[config.mk]
export PLATFORM = sky130hd
export DESIGN_NAME = sprite_overlay_anim_flat
export DESIGN_NICKNAME = d
export VERILOG_FILES = /design/src/rtl/sprite_overlay_anim_pkg.sv /design/src/rtl/sprite_overlay_anim_if.sv /design/src/rtl/sprite_overlay_anim_rom.sv /design/src/rtl/sprite_overlay_anim.sv /design/src/flat_wrapper.sv
export SDC_FILE = /design/constraint.sdc
export NUM_CORES = 1
export LEC_CHECK = 0
export CAP_MARGIN = 20
export CORE_MARGIN = 5
export CORE_UTILIZATION = 45
export DETAILED_ROUTE_END_ITERATION = 10
export HOLD_SLACK_MARGIN = 0.05
export PLACE_DENSITY = 0.74
export SKIP_CTS_REPAIR_TIMING = 1
export SYNTH_ARGS = -nofsm -noshare
export SYNTH_HDL_FRONTEND = slang
export SYNTH_SLANG_ARGS = --single-unit
[constraint.sdc]
create_clock -name clk -period 22.2 [get_ports clk]
set_input_delay 4.44 -clock clk [delete_from_list [all_inputs] [get_ports clk]]
set_output_delay 4.44 -clock clk [all_outputs]
set_load 0.02 [all_outputs]
[src/rtl/sprite_overlay_anim_pkg.sv]
// Shared types and helpers for the animated overlay sprite: pixel format, game states,
// overlay FSM states and the ROM address-width rule.
package sprite_overlay_anim_pkg;

    typedef logic [2:0][3:0] rgb12_t;

    typedef enum logic [1:0] {
        GS_TITLE = 2'd0,
        GS_PLAY  = 2'd1,
        GS_OVER  = 2'd2,
        GS_PAUSE = 2'd3
    } game_state_t;

    typedef enum logic [1:0] {
        HIDDEN = 2'd0,
        ENTER  = 2'd1,
        SHOWN  = 2'd2,
        EXIT   = 2'd3
    } overlay_state_t;

    function automatic int rom_addr_w(input int w, input int h, input int f);
        return ((w * h * f) > 1) ? $clog2(w * h * f) : 1;
    endfunction

    // Stored words are {alpha, R[3:0], G[3:0], B[3:0]}; color[0] carries red.
    function automatic rgb12_t rgb_from_word(input logic [11:0] w);
        return {w[3:0], w[7:4], w[11:8]};
    endfunction

endpackage

[src/rtl/sprite_overlay_anim_if.sv]
// Beam-position inputs and pixel outputs of the overlay layer, bundled for the mixer.
interface sprite_overlay_anim_if;
    import sprite_overlay_anim_pkg::*;

    logic [1:0]  game_state;
    logic [10:0] beam_x;
    logic [9:0]  beam_y;
    rgb12_t      color;
    logic        is_transparent;
    logic        shown;

    modport master (
        output game_state, beam_x, beam_y,
        input  color, is_transparent, shown
    );

    modport slave (
        input  game_state, beam_x, beam_y,
        output color, is_transparent, shown
    );

endinterface

[src/rtl/sprite_overlay_anim_rom.sv]
// Sprite image store with a registered read; a miss or reset yields a fully transparent black word.
// The image is a procedural stand-in for the generated artwork: rgb = F80 ^ addr[11:0] ^ addr[23:12].
module sprite_rom
    import sprite_overlay_anim_pkg::*;
#(
    parameter int W      = 230,
    parameter int H      = 282,
    parameter int FRAMES = 1,
    localparam int AW    = rom_addr_w(W, H, FRAMES)
) (
    input  logic          clk,
    input  logic          rst,
    input  logic          i_en,
    input  logic [AW-1:0] i_addr,
    output logic [12:0]   o_word
);

    function automatic logic [12:0] image_word(input logic [AW-1:0] addr);
        logic [23:0] a;
        a = 24'(addr);
        return {(a[3:0] == 4'hF), (a[11:0] ^ a[23:12] ^ 12'hF80)};
    endfunction

    // Registered read, masked to transparent when the beam is outside the sprite.
    always_ff @(posedge clk) begin
        if (rst) begin
            o_word <= {1'b1, 12'h000};
        end else if (i_en) begin
            o_word <= image_word(i_addr);
        end else begin
            o_word <= {1'b1, 12'h000};
        end
    end

endmodule

[src/rtl/sprite_overlay_anim.sv]
// Animated overlay sprite: slides in from the bottom while the game requests it, slides out
// afterwards, and cycles animation frames; pixels come out two clocks after the beam position.
module sprite_overlay_anim
    import sprite_overlay_anim_pkg::*;
#(
    parameter int         GAME_VIEW_LEFT_BORDER_X = 0,
    parameter int         SPRITE_W                = 230,
    parameter int         SPRITE_H                = 282,
    parameter int         POS_X                   = 56,
    parameter int         POS_Y                   = 269,
    parameter int         SCREEN_H                = 600,
    parameter logic [1:0] SHOW_STATE              = GS_OVER,
    parameter int         SLIDE_STEP              = 8,
    parameter int         FRAME_COUNT             = 1,
    parameter int         FRAME_PERIOD            = 8
) (
    input logic                  clk,
    input logic                  rst,
    sprite_overlay_anim_if.slave bus
);

    localparam int LEFT_X  = GAME_VIEW_LEFT_BORDER_X + POS_X;
    localparam int RIGHT_X = LEFT_X + SPRITE_W - 1;
    localparam int FRAME_W = (FRAME_COUNT > 1) ? $clog2(FRAME_COUNT) : 1;
    localparam int TICK_W  = (FRAME_PERIOD > 1) ? $clog2(FRAME_PERIOD) : 1;
    localparam int ADDR_W  = rom_addr_w(SPRITE_W, SPRITE_H, FRAME_COUNT);

    overlay_state_t      r_state, w_state_next;
    logic [10:0]         r_cur_y, w_cur_y_next;
    logic [FRAME_W-1:0]  r_frame_idx, w_frame_next;
    logic [TICK_W-1:0]   r_tick_cnt, w_tick_next;
    logic                r_shown;
    logic                r_hit1;
    logic [ADDR_W-1:0]   r_addr1;
    logic                w_tick, w_show, w_hit;
    logic [10:0]         w_beam_y, w_row, w_col;
    logic [ADDR_W-1:0]   w_addr;
    logic [12:0]         w_rom_word;

    // State only moves just past the last visible row, so the sprite never tears mid-frame.
    assign w_tick = (bus.beam_x == 11'd0) && (bus.beam_y == 10'(SCREEN_H));
    assign w_show = (bus.game_state == SHOW_STATE);

    // Slide FSM and animation counters; all of it holds except on the frame tick.
    always_comb begin
        w_state_next = r_state;
        w_cur_y_next = r_cur_y;
        w_frame_next = r_frame_idx;
        w_tick_next  = r_tick_cnt;
        if (w_tick) begin
            case (r_state)
                HIDDEN: begin
                    w_frame_next = '0;
                    w_tick_next  = '0;
                    w_cur_y_next = 11'(SCREEN_H);
                    if (w_show) w_state_next = ENTER;
                    else        w_state_next = HIDDEN;
                end
                ENTER: begin
                    if (!w_show) begin
                        w_state_next = EXIT;
                    end else if (r_cur_y <= 11'(POS_Y + SLIDE_STEP)) begin
                        w_cur_y_next = 11'(POS_Y);
                        w_state_next = SHOWN;
                    end else begin
                        w_cur_y_next = r_cur_y - 11'(SLIDE_STEP);
                    end
                end
                SHOWN: begin
                    if (!w_show) w_state_next = EXIT;
                    else         w_state_next = SHOWN;
                end
                EXIT: begin
                    if (w_show) begin
                        w_state_next = ENTER;
                    end else if ((r_cur_y + 11'(SLIDE_STEP)) >= 11'(SCREEN_H)) begin
                        w_cur_y_next = 11'(SCREEN_H);
                        w_state_next = HIDDEN;
                        w_frame_next = '0;
                        w_tick_next  = '0;
                    end else begin
                        w_cur_y_next = r_cur_y + 11'(SLIDE_STEP);
                    end
                end
                default: begin
                    w_state_next = HIDDEN;
                    w_cur_y_next = 11'(SCREEN_H);
                end
            endcase
            if ((r_state == ENTER) || (r_state == SHOWN)) begin
                if (r_tick_cnt == TICK_W'(FRAME_PERIOD - 1)) begin
                    w_tick_next = '0;
                    if (r_frame_idx == FRAME_W'(FRAME_COUNT - 1)) w_frame_next = '0;
                    else                                          w_frame_next = r_frame_idx + FRAME_W'(1);
                end else begin
                    w_tick_next = r_tick_cnt + TICK_W'(1);
                end
            end else begin
                w_tick_next = w_tick_next;
            end
        end else begin
            w_state_next = r_state;
        end
    end

    // FSM, slide position, animation counters and the shown flag.
    always_ff @(posedge clk) begin
        if (rst) begin
            r_state     <= HIDDEN;
            r_cur_y     <= 11'(SCREEN_H);
            r_frame_idx <= '0;
            r_tick_cnt  <= '0;
            r_shown     <= 1'b0;
        end else begin
            r_state     <= w_state_next;
            r_cur_y     <= w_cur_y_next;
            r_frame_idx <= w_frame_next;
            r_tick_cnt  <= w_tick_next;
            r_shown     <= (w_state_next == SHOWN);
        end
    end

    assign w_beam_y = {1'b0, bus.beam_y};
    assign w_row    = w_beam_y - r_cur_y;
    assign w_col    = bus.beam_x - 11'(LEFT_X);
    assign w_hit    = (r_state != HIDDEN)
                   && (bus.beam_x >= 11'(LEFT_X)) && (bus.beam_x <= 11'(RIGHT_X))
                   && (w_beam_y >= r_cur_y) && (w_beam_y < (r_cur_y + 11'(SPRITE_H)))
                   && (bus.beam_y < 10'(SCREEN_H));
    assign w_addr   = ADDR_W'((32'(r_frame_idx) * 32'(SPRITE_H) + 32'(w_row)) * 32'(SPRITE_W)
                              + 32'(w_col));

    // First pipeline stage: hit flag and ROM address.
    always_ff @(posedge clk) begin
        if (rst) begin
            r_hit1  <= 1'b0;
            r_addr1 <= '0;
        end else begin
            r_hit1  <= w_hit;
            r_addr1 <= w_addr;
        end
    end

    sprite_rom #(
        .W      (SPRITE_W),
        .H      (SPRITE_H),
        .FRAMES (FRAME_COUNT)
    ) u_rom (
        .clk    (clk),
        .rst    (rst),
        .i_en   (r_hit1),
        .i_addr (r_addr1),
        .o_word (w_rom_word)
    );

    assign bus.color          = rgb_from_word(w_rom_word[11:0]);
    assign bus.is_transparent = w_rom_word[12];
    assign bus.shown          = r_shown;

endmodule

[src/flat_wrapper.sv]
// flat-port wrapper written by rule: the top's interface ports become plain ports
module sprite_overlay_anim_flat import sprite_overlay_anim_pkg::*;
#(
    parameter int         GAME_VIEW_LEFT_BORDER_X = 0,
    parameter int         SPRITE_W                = 230,
    parameter int         SPRITE_H                = 282,
    parameter int         POS_X                   = 56,
    parameter int         POS_Y                   = 269,
    parameter int         SCREEN_H                = 600,
    parameter logic [1:0] SHOW_STATE              = GS_OVER,
    parameter int         SLIDE_STEP              = 8,
    parameter int         FRAME_COUNT             = 1,
    parameter int         FRAME_PERIOD            = 8
)
  (clk, rst, bus_game_state, bus_beam_x, bus_beam_y, bus_color, bus_is_transparent, bus_shown);
  sprite_overlay_anim_if bus_i ();
  input logic clk;
  input logic rst;
  input wire logic [$bits(bus_i.game_state)-1:0] bus_game_state;
  input wire logic [$bits(bus_i.beam_x)-1:0] bus_beam_x;
  input wire logic [$bits(bus_i.beam_y)-1:0] bus_beam_y;
  output wire logic [$bits(bus_i.color)-1:0] bus_color;
  output wire logic [$bits(bus_i.is_transparent)-1:0] bus_is_transparent;
  output wire logic [$bits(bus_i.shown)-1:0] bus_shown;
  assign bus_i.game_state = bus_game_state;
  assign bus_i.beam_x = bus_beam_x;
  assign bus_i.beam_y = bus_beam_y;
  assign bus_color = bus_i.color;
  assign bus_is_transparent = bus_i.is_transparent;
  assign bus_shown = bus_i.shown;
  sprite_overlay_anim #(.GAME_VIEW_LEFT_BORDER_X(GAME_VIEW_LEFT_BORDER_X), .SPRITE_W(SPRITE_W), .SPRITE_H(SPRITE_H), .POS_X(POS_X), .POS_Y(POS_Y), .SCREEN_H(SCREEN_H), .SHOW_STATE(SHOW_STATE), .SLIDE_STEP(SLIDE_STEP), .FRAME_COUNT(FRAME_COUNT), .FRAME_PERIOD(FRAME_PERIOD)) u_core (.clk(clk), .rst(rst), .bus(bus_i));
endmodule
# Word level (Yosys, flattened, before mapping)
# Index checks and enable logic that the tools add are counted.
# Widths: inputs -> output; s select.
dict set report word_totals {
  mem_bits_ro 0
  wordCells 80
  out_inout_bits 14
  reg_bits 48
  mem_bits_rw 0
  memories 0
  input_bits 25
  latchBits 0
}
dict set report op_classes {
  add_sub_neg 9
  bitwise 3
  mux 24
  reduce_logical 15
  multipliers 2
  div 0
  eq_ne 12
  n_shift 0
  magnitude_cmp 7
}
# operator n
set ops {}
lappend ops {{$mux 11} 4}
lappend ops {{$pmux 11 s3} 1}
lappend ops {{$mul 32x7->15 const B} 1}
lappend ops {{$le 11x9->1 const B} 2}
lappend ops {{$add 16x11->16} 1}
lappend ops {{$add 10x11->12} 1}
lappend ops {{$mux 3} 4}
lappend ops {{$xor 12x4->12} 1}
lappend ops {{$add 11x4->11 const B} 1}
lappend ops {{$add 11x9->11 const B} 1}
lappend ops {{$ge 10x11->1} 1}
lappend ops {{$ge 11x10->1 const B} 1}
lappend ops {{$ge 11x6->1 const B} 1}
lappend ops {{$logic_not 11->1} 1}
lappend ops {{$lt 10x11->1} 1}
lappend ops {{$sub 10x11->11} 1}
lappend ops {{$sub 11x4->11 const B} 1}
lappend ops {{$sub 11x6->11 const B} 1}
lappend ops {{$eq 10x10->1 const B} 1}
lappend ops {{$lt 10x10->1 const B} 1}
lappend ops {{$mux 2} 5}
lappend ops {{$mul 1x8->9 const B} 1}
lappend ops {{$eq 2x2->1 const B} 4}
lappend ops {{$pmux 2 s4} 1}
lappend ops {{21 further kinds} 34}

# Logic depth before layout (Yosys ltp)
# Gate-level depths: netlist (run 1).
dict set report logic_depth {
  depth_word 7
  ltp_mapped 31
  mapped_depth_nobuf 30
}

# Modules after synthesis
# From an unflattened synthesis (run 1), not the netlist that was laid out.
dict set report hier_totals {
  cells_unflattened 671
  hier_area_um2 5410.2
}
# mod n_inst seq_area_each_um2 cells_each area_each_um2
set by_module_without_submodules {}
lappend by_module_without_submodules {sprite_overlay_anim 1 660.6 636 5012.3}
lappend by_module_without_submodules {sprite_rom 1 260.2 35 397.9}

# Worst setup path before layout (run 1)
# No wires, ideal clock.
dict set report synth_timing {
  kind {input-to-reg}
  from {input bus_beam_y[2]}
  to {register u_core.r_addr1[15]}
  required_ns 22.141
  cell_stages 30
  arrival_ns 10.442
  setup_time_ns 0.059
  slack_ns 11.699
  cell_sequence {ha_1 buf_2 nor2b_1 o21ai_1 nand2_1 xor2_1 ha_1 inv_1 o21bai_1 nand4_1 xnor2_1 xnor2_1 xnor2_1 ha_1 xor2_1 ha_1 inv_1 fa_1 inv_1 ha_1 clkbuf_1 inv_1 or3_1 a211oi_1 a311oi_1 a22oi_1 nand3b_2 xnor3_1 or4_1 nand2_1}
}
dict set report synth_between {
  elab_chain_cells 4
}
# item line_no
set synth_lines {}
lappend synth_lines {{from (decl)} flat_wrapper.sv:21} ;# input wire logic [$bits(bus_i.beam_y)-1:0] bus_beam_y;
lappend synth_lines {{$sub 10x11->11} sprite_overlay_anim.sv:124} ;# assign w_row = w_beam_y - r_cur_y;
lappend synth_lines {{$add 10x11->12} sprite_overlay_anim.sv:130} ;# assign w_addr = ADDR_W'((32'(r_frame_idx) * 32'(SPRITE_H) + 32'(w_row)) * 32'(SPRITE_W)
lappend synth_lines {{$mul 32x7->15} sprite_overlay_anim.sv:130}
lappend synth_lines {{$add 16x11->16} sprite_overlay_anim.sv:131} ;# + 32'(w_col));
lappend synth_lines {{to (signal assigned)} sprite_overlay_anim.sv:140} ;# r_addr1 <= w_addr;
lappend synth_lines {{to (decl)} sprite_overlay_anim.sv:34} ;# logic [ADDR_W-1:0] r_addr1;
# No other way between the ends.
# A chain may end at the register's enable or synchronous reset.

# Worst setup path in the final report (run 1)
dict set report layout_timing {
  from {input bus_beam_y[0]}
  to {register u_core.r_addr1[15]}
}
# Same word-level chain as after synthesis.

==> results of run 1 <==
## metal layers
layer  global-route usage, %  wire, um  vias to the layer above
li1                        -         -                     2377
met1                   24.12      5902                     2233
met2                   31.26      6043                      131
met3                   2.133       502                       22
met4                   5.431       255                        0
met5                       0         0                        -
## cells in the final DEF, fill, tap and decap left out, types with 3 or more instances in the layout
cell / instances
sky130_fd_sc_hd__ha_1: 85
sky130_fd_sc_hd__inv_1: 72
sky130_fd_sc_hd__xnor2_1: 51
sky130_fd_sc_hd__nor2_1: 48
sky130_fd_sc_hd__dfxtp_1: 46
sky130_fd_sc_hd__a21oi_1: 40
sky130_fd_sc_hd__clkdlybuf4s50_1: 38
sky130_fd_sc_hd__nand2_1: 31
sky130_fd_sc_hd__o21ai_0: 26
sky130_fd_sc_hd__a21o_1: 20
sky130_fd_sc_hd__nand3_1: 18
sky130_fd_sc_hd__nor3_1: 18
sky130_fd_sc_hd__xor2_1: 16
sky130_fd_sc_hd__nand2b_1: 14
sky130_fd_sc_hd__fa_1: 12
sky130_fd_sc_hd__and3_1: 10
sky130_fd_sc_hd__a31oi_1: 9
sky130_fd_sc_hd__o21a_1: 9
sky130_fd_sc_hd__or3_1: 8
sky130_fd_sc_hd__nor2b_1: 8
sky130_fd_sc_hd__o211ai_1: 8
sky130_fd_sc_hd__o21ai_1: 6
sky130_fd_sc_hd__o21bai_1: 6
sky130_fd_sc_hd__and2_1: 5
sky130_fd_sc_hd__clkbuf_16: 5
sky130_fd_sc_hd__nand4_1: 4
sky130_fd_sc_hd__nor4b_1: 4
sky130_fd_sc_hd__a211oi_1: 4
sky130_fd_sc_hd__o221ai_1: 3
sky130_fd_sc_hd__nand3b_1: 3
sky130_fd_sc_hd__a211o_1: 3
sky130_fd_sc_hd__xnor2_2: 3
sky130_fd_sc_hd__o2111ai_1: 3
sky130_fd_sc_hd__maj3_1: 3
sky130_fd_sc_hd__nor4_1: 3
sky130_fd_sc_hd__a22oi_1: 3
sky130_fd_sc_hd__a22o_1: 3
## power groups by stage
stage	Clock (uW)	Sequential, uW	Combinational (uW)
CTS	84.8	99.0	534
global route	88.7	99.9	613
floorplan	0	99.9	433
global placement	0	101	517
detailed placement	0	101	531
finish	84.5	99.0	537
## critical path, delay by kind of cell
kind / cells / cell delay (ps)
buffers and inverters: 4 / 630
AO/OA/AOI/OAI: 4 / 930
adder cells (fa/ha/maj): 8 / 2430
AND/OR/NAND/NOR: 8 / 1410
XOR/XNOR: 6 / 1570
## registers in the layout, summed over array words and instances, names as in the netlist
register,cells
u_core.bus.shown,1
u_core.r_tick_cnt,3
u_core.u_rom.o_word,13
u_core.r_frame_idx,1
u_core.r_addr1,16
u_core.r_hit1,1
u_core.r_cur_y,9
u_core.r_state,2
## final cells by class
| type | instances | area (um^2) |
|---|---|---|
| inverters | 74 | 277.8 |
| repair buffers | 40 | 395.4 |
| flip-flops and latches | 46 | 920.9 |
| fillers | 1056 | 5527 |
| clock inverters | 2 | 37.54 |
| well taps | 143 | 178.9 |
| multi-input cells | 522 | 4050 |
| clock buffers | 6 | 128.9 |
## path summary, 6_finish.rpt
path                                        from                                 end  slack, ps  cells past startpoint
setup / recovery                   bus_beam_y[0]       u_core.r_addr1[15]$_SDFF_PP0_      10980                     30
hold / removal     u_core.r_addr1[10]$_SDFF_PP0_  u_core.u_rom.o_word[10]$_SDFF_PP0_        390                      1
setup reg to reg  u_core.r_cur_y[3]$_SDFFE_PP1P_       u_core.r_addr1[15]$_SDFF_PP0_      14850                     28
hold reg to reg    u_core.r_addr1[10]$_SDFF_PP0_  u_core.u_rom.o_word[10]$_SDFF_PP0_        390                      1
## per-stage QoR
step                      hold slack [ps]  cells  setup slack (ps)
final                               387.1    833             10980
after floorplan                     368.2    661             11700
after CTS                           383.3    833             11010
after global placement              371.6    825             10850
after detailed placement            371.7    825             10750
after global routing                402.6    833             10530
## logic make-up (layout without fill, tap and decap cells)
family / Yosys count / count (layout) / share of synthesized area [%]
multiplexers: 2 / 2 / 0.3757
flip-flops: 46 / 46 / 17.28
XOR/XNOR: 71 / 71 / 12.35
AND/OR/NAND/NOR: 182 / 182 / 17.28
adder cells (fa/ha/maj): 100 / 100 / 25.03
buffers and inverters: 93 / 122 / 6.715
AO/OA/AOI/OAI: 167 / 167 / 20.97
==> results.txt, run 1 <==
----------------------------------------------------
[Floorplanning]
  Height of the die ... around 120 um
  Starting Density ... 46.27%
  CORE AREA ... about 12000 um^2
  Die Span X ... 118.8 um
  I/O pin total ... 39
  Area of the die ... around 14000 um^2
  # rows ... 39

[Synthesis]
  Distinct cells, synth ... 68
  Top cell type's share of synthesized area ... between 10% and 20%
  Post-synthesis cell count ... around 660
  Area of the mapped netlist ... 5329 um^2
  Post-synth top cells ... sky130_fd_sc_hd__ha_1, sky130_fd_sc_hd__inv_1, sky130_fd_sc_hd__xnor2_1
  Post-Synthesis Net Count ... just under 800
  Sequential cell area fraction in the yosys report ... 17.28%
  Total of flip-flops plus latches after synthesis ... 46
  Share of synthesized flip-flops with an asynchronous set or reset ... 0%
  Synthesis warning total ... 0
  Cell with the most instances after synthesis ... sky130_fd_sc_hd__ha_1
  Average instance area after synthesis ... about 8.1 um^2
  Synth area leader ... sky130_fd_sc_hd__ha_1
  Main synth FF type ... sky130_fd_sc_hd__dfxtp_1
  Number of enable flip-flop cells after synthesis ... 0
  Biggest area contributors in the synthesized netlist ... sky130_fd_sc_hd__ha_1, sky130_fd_sc_hd__dfxtp_1, sky130_fd_sc_hd__xnor2_1

[Power]
  Clk network pwr share ... between 10% and 20%
  Combinational power share ... 74.5%
  Pwr dens ... about 120 nW/um^2
  Int Power ... 390.9 uW
  Net switching power ... approximately 330 uW
  Switching Share ... 45.77%
  Proportion of power drawn by flip-flops and latches ... 13.7%
  Leakage ... ~0.0027 uW
  Worst vdd rail ir drop ... 0.09940 mV
  Tot Pwr ... 720.9 uW

[GRT]
  Remaining global-route overflow ... 0
  Pin count of the biggest net entering global routing ... 30
  Number of antenna violations at the first check in global routing ... 0
  Vias in the first global route ... around 4600
  First-pass GRT wire length ... 21910 um
  Overall track demand over capacity in global routing ... a little under a fifth

[Job]
  Max-cap check violation count ... 0

[Clock network]
  Worst-Skew Late Latency ... between 200 and 300 ps
  TritonCTS clock tree ... built
  H-tree Lvls ... 2
  Root Buffer ... sky130_fd_sc_hd__clkbuf_16
  Number of buffers on the longest clock path ... 2
  Clock transition at the registers of the reported paths ... 60 ps
  Sinks on the clock net ... 46
  Number of clock buffers inserted by TritonCTS ... 5

[Finish]
  Final design instance area without fill ... 5989 um^2
  Total number of nets in the final design ... 811
  Area Overhead vs Synth ... 12.40%
  Fraction of layout cells with a size suffix above 1 ... 2.319%
  Antenna Cells ... 0
  Utilization after layout ... 52.01%

[Placed design]
  Half-perimeter wire length after detailed placement ... approximately 10000 um
  Final estimated routing congestion in global placement ... between 0.9 and 1
  Number of I/O port buffers ... 38
  Dpl cell area ... 5823 um^2

[Timing]
  Final cycle utilization of the critical path ... 50.55%
  Pins over their slew limit ... 0
  Hold Violations, Final ... 0
  Setup repair after global routing missed its margin ... no
  Aggregate negative setup slack ... 0 ps
  Setup Viol. Count Final ... 0
  Achievable frequency ... just under 90 MHz
  Layout Skew ... approximately 4.8 ps
  Transition time at the pin with the least slew margin ... 887.4 ps
  Headroom to the max-slew limit ... about two fifths
  Tmin final ... between 10000 and 15000 ps

[Setup path]
  Worst setup SP type ... input port
  Most numerous cell on the critical path ... sky130_fd_sc_hd__ha_1
  Slowest stage cell, crit path ... sky130_fd_sc_hd__xnor2_1
  Slowest stage delay, CP ... between 700 and 800 ps
  Crit end category ... flip-flop
  Critical path class ... input port to flip-flop
  Critical path required time ... around 22000 ps
  Peak fanout along the critical path ... 8
  CP Data Arrival Time ... 11460 ps

[Route]
  Antenna-violating nets left ... 0
  Count of TritonRoute iterations in the first routing pass ... 5
  Residual DRC ... 0
  Total via count in the routed design ... 4763
  Via density per instance ... between 5 and 6
  Wire per inst ... 15.25 um
  Total Routed Length ... 12700 um
  DRC violation total after the first TritonRoute iteration ... approximately 380

[Min path]
  Worst min path class ... flip-flop to flip-flop

[Status]
  Status ... completed

----------------------------------------------------
Power figures use the tool's default switching activity.
==> run 2: changes to the inputs <==
==> constraint.sdc (replaced) <==
create_clock -name clk -period 10.82 [get_ports clk]
set_input_delay 2.164 -clock clk [delete_from_list [all_inputs] [get_ports clk]]
set_output_delay 2.164 -clock clk [all_outputs]
set_load 0.02 [all_outputs]
==> run 2 against run 1 <==
  * Sequential share of layout area rose by 0.052 points
  * Die area did not move
  * Critical path type unchanged
  * Largest power group unchanged
  * Flip-flop and latch count did not move
  * Clock skew barely moved
  * Critical path depth did not move
==> results.txt, run 2 (synthesis results as in run 1) <==
----------------------------------------------------
[Status]
  Status ... completed (unchanged)

[Finish]
  Most common cell after layout, fill and taps aside ... sky130_fd_sc_hd__ha_1 (unchanged)
  Fraction of layout cells with a size suffix above 1 ... 2.464% (was 2.319%)
  Most frequent cells in the layout ... sky130_fd_sc_hd__ha_1, sky130_fd_sc_hd__inv_1, sky130_fd_sc_hd__xnor2_1, sky130_fd_sc_hd__nor2_1, sky130_fd_sc_hd__dfxtp_1 (unchanged)
  Final design instance area without fill ... 5969 um^2 (was 5989 um^2)
  Area Overhead vs Synth ... 12.02% (was 12.40%)
  Flip-flop count of the largest register, all copies and words added ... 16 (unchanged)
  Register ranked first by flip-flop count ... u_core.r_addr1 (unchanged)
  Leading registers by flop count ... u_core.r_addr1 (16), u_core.u_rom.o_word (13), u_core.r_cur_y (9) (unchanged)
  Total number of nets in the final design ... 811 (unchanged)
  Antenna Cells ... 0 (unchanged)

[Min path]
  Worst min path class ... flip-flop to flip-flop (unchanged)

[Floorplanning]
  # rows ... 39 (unchanged)
  CORE AREA ... 11520 um^2 (unchanged)
  Area of the die ... 14120 um^2 (unchanged)
  Starting Density ... 46.27% (unchanged)
  Die Span X ... 118.8 um (unchanged)
  Height of the die ... 118.8 um (unchanged)
  I/O pin total ... 39 (unchanged)

[Setup path]
  Peak fanout along the critical path ... 8 (unchanged)
  Worst setup SP type ... input port (unchanged)
  Register-to-register path setup slack ... 3480 ps (was 14850 ps)
  Slowest stage cell, crit path ... sky130_fd_sc_hd__xnor2_1 (unchanged)
  Slowest stage delay, CP ... 680 ps (was 720 ps)
  Critical path required time ... 11050 ps (was 22430 ps)
  Crit end category ... flip-flop (unchanged)
  Critical path class ... input port to flip-flop (unchanged)
  Worst path buffer plus inverter count ... 4 (unchanged)
  CP Data Arrival Time ... 9160 ps (was 11460 ps)
  Family with the most delay on the worst path ... adder cells (unchanged)
  Most numerous cell on the critical path ... sky130_fd_sc_hd__ha_1 (unchanged)

[Clock network]
  Root Buffer ... sky130_fd_sc_hd__clkbuf_16 (unchanged)
  H-tree Lvls ... 2 (unchanged)
  Clock transition at the registers of the reported paths ... 60 ps (about the same)
  TritonCTS clock tree ... built (unchanged)
  Number of buffers on the longest clock path ... 2 (unchanged)
  Sinks on the clock net ... 46 (unchanged)
  Number of clock buffers inserted by TritonCTS ... 5 (unchanged)
  Worst-Skew Late Latency ... 280 ps (was 290 ps)

[GRT]
  Remaining global-route overflow ... 0 (unchanged)
  First-pass GRT wire length ... 21460 um (was 21910 um)
  Pin count of the biggest net entering global routing ... 30 (unchanged)
  Overall track demand over capacity in global routing ... 18.01% (was 18.22%)
  Number of antenna violations at the first check in global routing ... 0 (unchanged)
  Vias in the first global route ... 4502 (was 4608)

[Route]
  Wire per inst ... 15.03 um (was 15.25 um)
  Residual DRC ... 0 (unchanged)
  DRC violation total after the first TritonRoute iteration ... 345 (was 376)
  Total via count in the routed design ... 4744 (was 4763)
  Antenna-violating nets left ... 0 (unchanged)
  Via density per instance ... 5.695 (was 5.718)
  Count of TritonRoute iterations in the first routing pass ... 6 (was 5)
  Total Routed Length ... 12520 um (was 12700 um)

[Job]
  Max-cap check violation count ... 0 (unchanged)

[Timing]
  Layout Skew ... 5.170 ps (was 4.820 ps)
  Setup Viol. Count Final ... 0 (unchanged)
  Aggregate negative setup slack ... 0 ps (unchanged)
  Hold Violations, Final ... 0 (unchanged)
  Final cycle utilization of the critical path ... 82.50%
  Pins over their slew limit ... 0 (unchanged)
  Transition time at the pin with the least slew margin ... 832.4 ps (was 887.4 ps)
  Achievable frequency ... roughly 110 MHz
  Setup repair after global routing missed its margin ... no (unchanged)
  Headroom to the max-slew limit ... 44.11% (was 40.42%)
  Tmin final ... 8927 ps

[Placed design]
  Half-perimeter wire length after detailed placement ... 10320 um (was 10270 um)
  Number of I/O port buffers ... 38 (unchanged)
  Dpl cell area ... 5823 um^2 (unchanged)
  Final estimated routing congestion in global placement ... 0.9015 (unchanged)

[Power]
  Worst vdd rail ir drop ... 0.2172 mV (was 0.09940 mV)
  Leakage ... 0.002693 uW (was 0.002701 uW)
  Pwr dens ... 243.8 nW/um^2 (was 120.4 nW/um^2)

----------------------------------------------------
-- run 2: cell count changes in the layout (fill, tap and decap cells not counted), sizes merged --
| cell | delta |
|---|---|
| bufinv | -1 |
| clkbuf | -1 |
| clkinv | +2 |
-- run 2: worst paths after layout --
check | from | endpoint | depth (start not counted)
worst max-delay path | bus_beam_y[0] | u_core.r_addr1[15]$_SDFF_PP0_ | 30
worst min-delay path | u_core.r_addr1[9]$_SDFF_PP0_ | u_core.u_rom.o_word[9]$_SDFF_PP0_ | 1
worst max register to register | u_core.r_cur_y[3]$_SDFFE_PP1P_ | u_core.r_addr1[15]$_SDFF_PP0_ | 28
worst min register to register | u_core.r_addr1[9]$_SDFF_PP0_ | u_core.u_rom.o_word[9]$_SDFF_PP0_ | 1
-- run 2: metal layers --
metal  routed length (um)  vias to the layer above  GRT usage (%)
li1                     -                     2375              -
met1                 5801                     2219          23.89
met2                 5956                      138          31.40
met3                  590                       12          2.559
met4                  169                        0          3.548
met5                    0                        -              0
-- run 2: stage by stage --
step	hold WS [ps]	std cells	total power (uW)	utilization, %	setup slack (ps)
floorplan	368.2	661	1094	-	2595
global placement	371.6	825	1267	50.57	1742
detailed placement	371.7	825	1296	50.57	1628
CTS	383.0	833	1455	51.84	1889
global route	397.6	833	1612	51.84	1465
finish	382.4	833	1455	51.84	1893
-- run 2: final cells by class --
type                            count  area (um^2)
Clock buffer                        5        125.1
Clock inverter                      3        21.27
Fill cell                        1087         5547
Inverter                           74        277.8
Multi-Input combinational cell    522         4050
Sequential cell                    46        920.9
Tap cell                          143        178.9
Timing Repair Buffer               40        395.4
-- run 2: power by group --
group / switching (uW) / internal (uW) / leakage [uW]
clock: 65.1 / 85.5 / 0.0000698
combinational: 604 / 498 / 0.00225
sequential: 6.60 / 196 / 0.000375
total: 676 / 780 / 0.00269
==> run 3: changes to the inputs <==
--- a/config.mk
+++ b/config.mk
@@ -10,7 +10,7 @@
 export CORE_UTILIZATION = 45
 export DETAILED_ROUTE_END_ITERATION = 10
 export HOLD_SLACK_MARGIN = 0.05
-export PLACE_DENSITY = 0.74
+export PLACE_DENSITY = 0.76
 export SKIP_CTS_REPAIR_TIMING = 1
 export SYNTH_ARGS = -nofsm -noshare
 export SYNTH_HDL_FRONTEND = slang
==> constraint.sdc (replaced) <==
create_clock -name clk -period 7.57 [get_ports clk]
set_input_delay 1.514 -clock clk [delete_from_list [all_inputs] [get_ports clk]]
set_output_delay 1.514 -clock clk [all_outputs]
set_load 0.02 [all_outputs]
==> run 3 against run 2 <==
  * Hold slack better by 0.97 ps
  * Utilization up 7.8 points
  * Clock-buffer cell count stayed put
  * Sequential share of layout area is 2.0 points lower
  * Critical endpoint unchanged
==> results.txt, run 3 (synthesis results as in run 1) <==
----------------------------------------------------
[Clock network]
  Root Buffer ... sky130_fd_sc_hd__clkbuf_16 (unchanged)
  Number of clock buffers inserted by TritonCTS ... 5 (unchanged)
  H-tree Lvls ... 2 (unchanged)
  Sinks on the clock net ... 46 (unchanged)
  Worst-Skew Late Latency ... 290 ps (was 280 ps)
  TritonCTS clock tree ... built (unchanged)
  Clock transition at the registers of the reported paths ... 70 ps (was 60 ps)
  Number of buffers on the longest clock path ... 2 (unchanged)

[GRT]
  Vias in the first global route ... 4898 (was 4502)
  Overall track demand over capacity in global routing ... 19.20% (was 18.01%)
  First-pass GRT wire length ... 23050 um (was 21460 um)
  Remaining global-route overflow ... 0 (unchanged)
  Number of antenna violations at the first check in global routing ... 0 (unchanged)
  Pin count of the biggest net entering global routing ... 30 (unchanged)

[Route]
  DRC violation total after the first TritonRoute iteration ... 348 (was 345)
  Residual DRC ... 0 (unchanged)
  Antenna-violating nets left ... 0 (unchanged)
  Total Routed Length ... 14120 um (was 12520 um)
  Count of TritonRoute iterations in the first routing pass ... 8 (was 6)
  Total via count in the routed design ... 5148 (was 4744)
  Wire per inst ... 15.33 um (was 15.03 um)
  Via density per instance ... 5.590 (was 5.695)

[Power]
  Clk network pwr share ... 9.0% (was 10.3%)
  Net switching power ... 1080 uW (was 675.7 uW)
  Pwr dens ... 367.0 nW/um^2 (was 243.8 nW/um^2)
  Int Power ... 1442 uW (was 779.6 uW)
  Worst vdd rail ir drop ... 0.3929 mV (was 0.2172 mV)
  Combinational power share ... 79.5% (was 75.7%)
  Switching Share ... 42.82% (was 46.43%)
  Proportion of power drawn by flip-flops and latches ... 11.5% (was 13.9%)
  Leakage ... 0.003191 uW (was 0.002693 uW)

[Setup path]
  Most numerous cell on the critical path ... sky130_fd_sc_hd__inv_1 (was sky130_fd_sc_hd__ha_1)
  CP Data Arrival Time ... 7640 ps (was 9160 ps)
  Slowest stage cell, crit path ... sky130_fd_sc_hd__fa_1 (was sky130_fd_sc_hd__xnor2_1)
  Family with the most delay on the worst path ... adder cells (unchanged)
  R2R cell count ... 26 (was 28)
  Critical path required time ... 7800 ps (was 11050 ps)
  Crit end category ... flip-flop (unchanged)
  Slowest stage delay, CP ... 530 ps (was 680 ps)
  Worst R2R Start ... u_core.r_cur_y[0]$_SDFFE_PP0P_ (was u_core.r_cur_y[3]$_SDFFE_PP1P_)
  Worst path buffer plus inverter count ... 6 (was 4)
  Peak fanout along the critical path ... 5 (was 8)
  Worst setup SP type ... input port (unchanged)
  Endpoint of the worst-slack reg-to-reg timing path ... u_core.r_addr1[15]$_SDFF_PP0_ (unchanged)
  Critical path class ... input port to flip-flop (unchanged)
  Register-to-register path setup slack ... 1080 ps (was 3480 ps)

[Finish]
  Total number of nets in the final design ... 899 (was 811)
  Most common cell after layout, fill and taps aside ... sky130_fd_sc_hd__buf_4 (was sky130_fd_sc_hd__ha_1)
  Post-route non-filler standard cell count ... 921 (was 833)
  Utilization after layout ... 59.67% (was 51.84%)
  Fraction of layout cells with a size suffix above 1 ... 17.35% (was 2.464%)
  Leading registers by flop count ... u_core.r_addr1 (16), u_core.u_rom.o_word (13), u_core.r_cur_y (9) (unchanged)
  Most frequent cells in the layout ... sky130_fd_sc_hd__buf_4, sky130_fd_sc_hd__ha_1, sky130_fd_sc_hd__inv_1, sky130_fd_sc_hd__nor2_1, sky130_fd_sc_hd__dfxtp_1 (was sky130_fd_sc_hd__ha_1, sky130_fd_sc_hd__inv_1, sky130_fd_sc_hd__xnor2_1, sky130_fd_sc_hd__nor2_1, sky130_fd_sc_hd__dfxtp_1)
  Area Overhead vs Synth ... 28.95% (was 12.02%)
  Register ranked first by flip-flop count ... u_core.r_addr1 (unchanged)
  Fill cell total of the finished layout ... 995 (was 1087)
  Antenna Cells ... 0 (unchanged)
  Flip-flop count of the largest register, all copies and words added ... 16 (unchanged)

[Placed design]
  Cells after DPL ... 910 (was 825)
  Number of I/O port buffers ... 38 (unchanged)
  Half-perimeter wire length after detailed placement ... 11290 um (was 10320 um)
  Final estimated routing congestion in global placement ... 0.9507 (was 0.9015)

[Timing]
  Pins over their slew limit ... 0 (unchanged)
  Tmin final ... about 7400 ps
  Headroom to the max-slew limit ... 47.65% (was 44.11%)
  Aggregate negative setup slack ... 0 ps (unchanged)
  Setup Viol. Count Final ... 0 (unchanged)
  Hold Violations, Final ... 0 (unchanged)
  Achievable frequency ... around 140 MHz
  Transition time at the pin with the least slew margin ... 780.6 ps (was 832.4 ps)
  Layout Skew ... 5.566 ps (was 5.170 ps)
  Final cycle utilization of the critical path ... between 90 and 100%

[Floorplanning]
  Die Span X ... 118.8 um (unchanged)
  I/O pin total ... 39 (unchanged)
  Area of the die ... 14120 um^2 (unchanged)
  Starting Density ... 46.27% (unchanged)
  Height of the die ... 118.8 um (unchanged)
  CORE AREA ... 11520 um^2 (unchanged)
  # rows ... 39 (unchanged)

[Job]
  Max-cap check violation count ... 0 (unchanged)

[Status]
  Status ... completed (unchanged)

[Min path]
  Endpoint, Worst Hold ... u_core.u_rom.o_word[7]$_SDFF_PP0_ (was u_core.u_rom.o_word[9]$_SDFF_PP0_)
  WHS Path Cells ... 1 (unchanged)
  Worst min path class ... flip-flop to flip-flop (unchanged)
  Hold_sp ... u_core.r_addr1[7]$_SDFF_PP0_ (was u_core.r_addr1[9]$_SDFF_PP0_)

----------------------------------------------------
run 3: cell count changes in the layout (fill, tap and decap cells not counted), moves of 6 or more:
cell                      change
sky130_fd_sc_hd__xnor2_1      -8
sky130_fd_sc_hd__ha_4         +7
sky130_fd_sc_hd__xnor2_2      +6
sky130_fd_sc_hd__buf_4       +88
sky130_fd_sc_hd__ha_1         -9
run 3: final cells by class:
type                    count  area, um^2  share of cell area (%)
well taps                 143       178.9                   2.604
clock buffers               5       125.1                   1.821
flip-flops and latches     46       920.9                   13.40
clock inverters             3       26.28                  0.3824
multi-input cells         522        4279                   62.27
repair buffers            128        1064                   15.48
inverters                  74       277.8                   4.042
run 3: worst max path at each step:
stage | end | slack (ps) | from | cells after the start
final | u_core.r_addr1[15]$_SDFF_PP0_ | 160 | bus_beam_y[3] | 25
after global routing | u_core.r_addr1[15]$_SDFF_PP0_ | -50 | bus_beam_y[3] | 27
after CTS | u_core.r_addr1[15]$_SDFF_PP0_ | -340 | bus_beam_y[0] | 31
after detailed placement | u_core.r_addr1[15]$_SDFF_PP0_ | -620 | bus_beam_y[0] | 31
after global placement | u_core.r_addr1[15]$_SDFF_PP0_ | -350 | bus_beam_y[0] | 31
after floorplan | u_core.r_addr1[15]$_SDFF_PP0_ | 10 | bus_beam_y[2] | 29
run 3: metrics by stage:
step	area [um^2]	power, uW	hold WS [ps]	worst slack [ps]
5_1_grt	6872	2759	397.2	-51.21
6_report	6872	2522	383.4	163.6
3_3_place_gp	6469	2141	372.5	-348.7
4_1_cts	6620	2433	382.0	-338.6
2_1_floorplan	5336	1563	368.2	12.46
3_5_place_dp	6469	2197	371.3	-624.0
run 3: power groups by stage:
stage | clock network, uW | registers, uW | logic [uW]
6_report | 226 | 291 | 2000
5_1_grt | 238 | 294 | 2230
4_1_cts | 228 | 292 | 1910
3_5_place_dp | 0 | 296 | 1900
3_3_place_gp | 0 | 296 | 1850
2_1_floorplan | 0 | 293 | 1270
run 3: per-layer routing:
| metal | GRT usage [%] | up-vias | routed length [um] |
|---|---|---|---|
| met4 | 4.707 | 0 | 206 |
| met5 | 0 | - | 0 |
| met3 | 1.517 | 15 | 524 |
| met1 | 24.78 | 2458 | 6239 |
| met2 | 34.74 | 119 | 7149 |
| li1 | - | 2556 | - |
run 3: worst register-to-register path, cell delays in order, from the launching register on:
cell and delay, ps:
sky130_fd_sc_hd__dfxtp_1 510, sky130_fd_sc_hd__inv_1 210, sky130_fd_sc_hd__ha_4 330, sky130_fd_sc_hd__a21oi_2 60
sky130_fd_sc_hd__xnor2_2 230, sky130_fd_sc_hd__ha_4 260, sky130_fd_sc_hd__xnor2_4 150, sky130_fd_sc_hd__buf_4 140
sky130_fd_sc_hd__fa_1 530, sky130_fd_sc_hd__inv_1 70, sky130_fd_sc_hd__ha_4 250, sky130_fd_sc_hd__xor2_1 160
sky130_fd_sc_hd__ha_1 300, sky130_fd_sc_hd__inv_1 50, sky130_fd_sc_hd__fa_1 490, sky130_fd_sc_hd__inv_1 50
sky130_fd_sc_hd__ha_1 330, sky130_fd_sc_hd__buf_4 160, sky130_fd_sc_hd__or3_1 380, sky130_fd_sc_hd__a21oi_2 200
sky130_fd_sc_hd__a21o_1 200, sky130_fd_sc_hd__o2111ai_2 160, sky130_fd_sc_hd__a21oi_2 150, sky130_fd_sc_hd__xnor2_1 200
sky130_fd_sc_hd__xnor3_1 380, sky130_fd_sc_hd__or4_1 400, sky130_fd_sc_hd__nand2_1 80
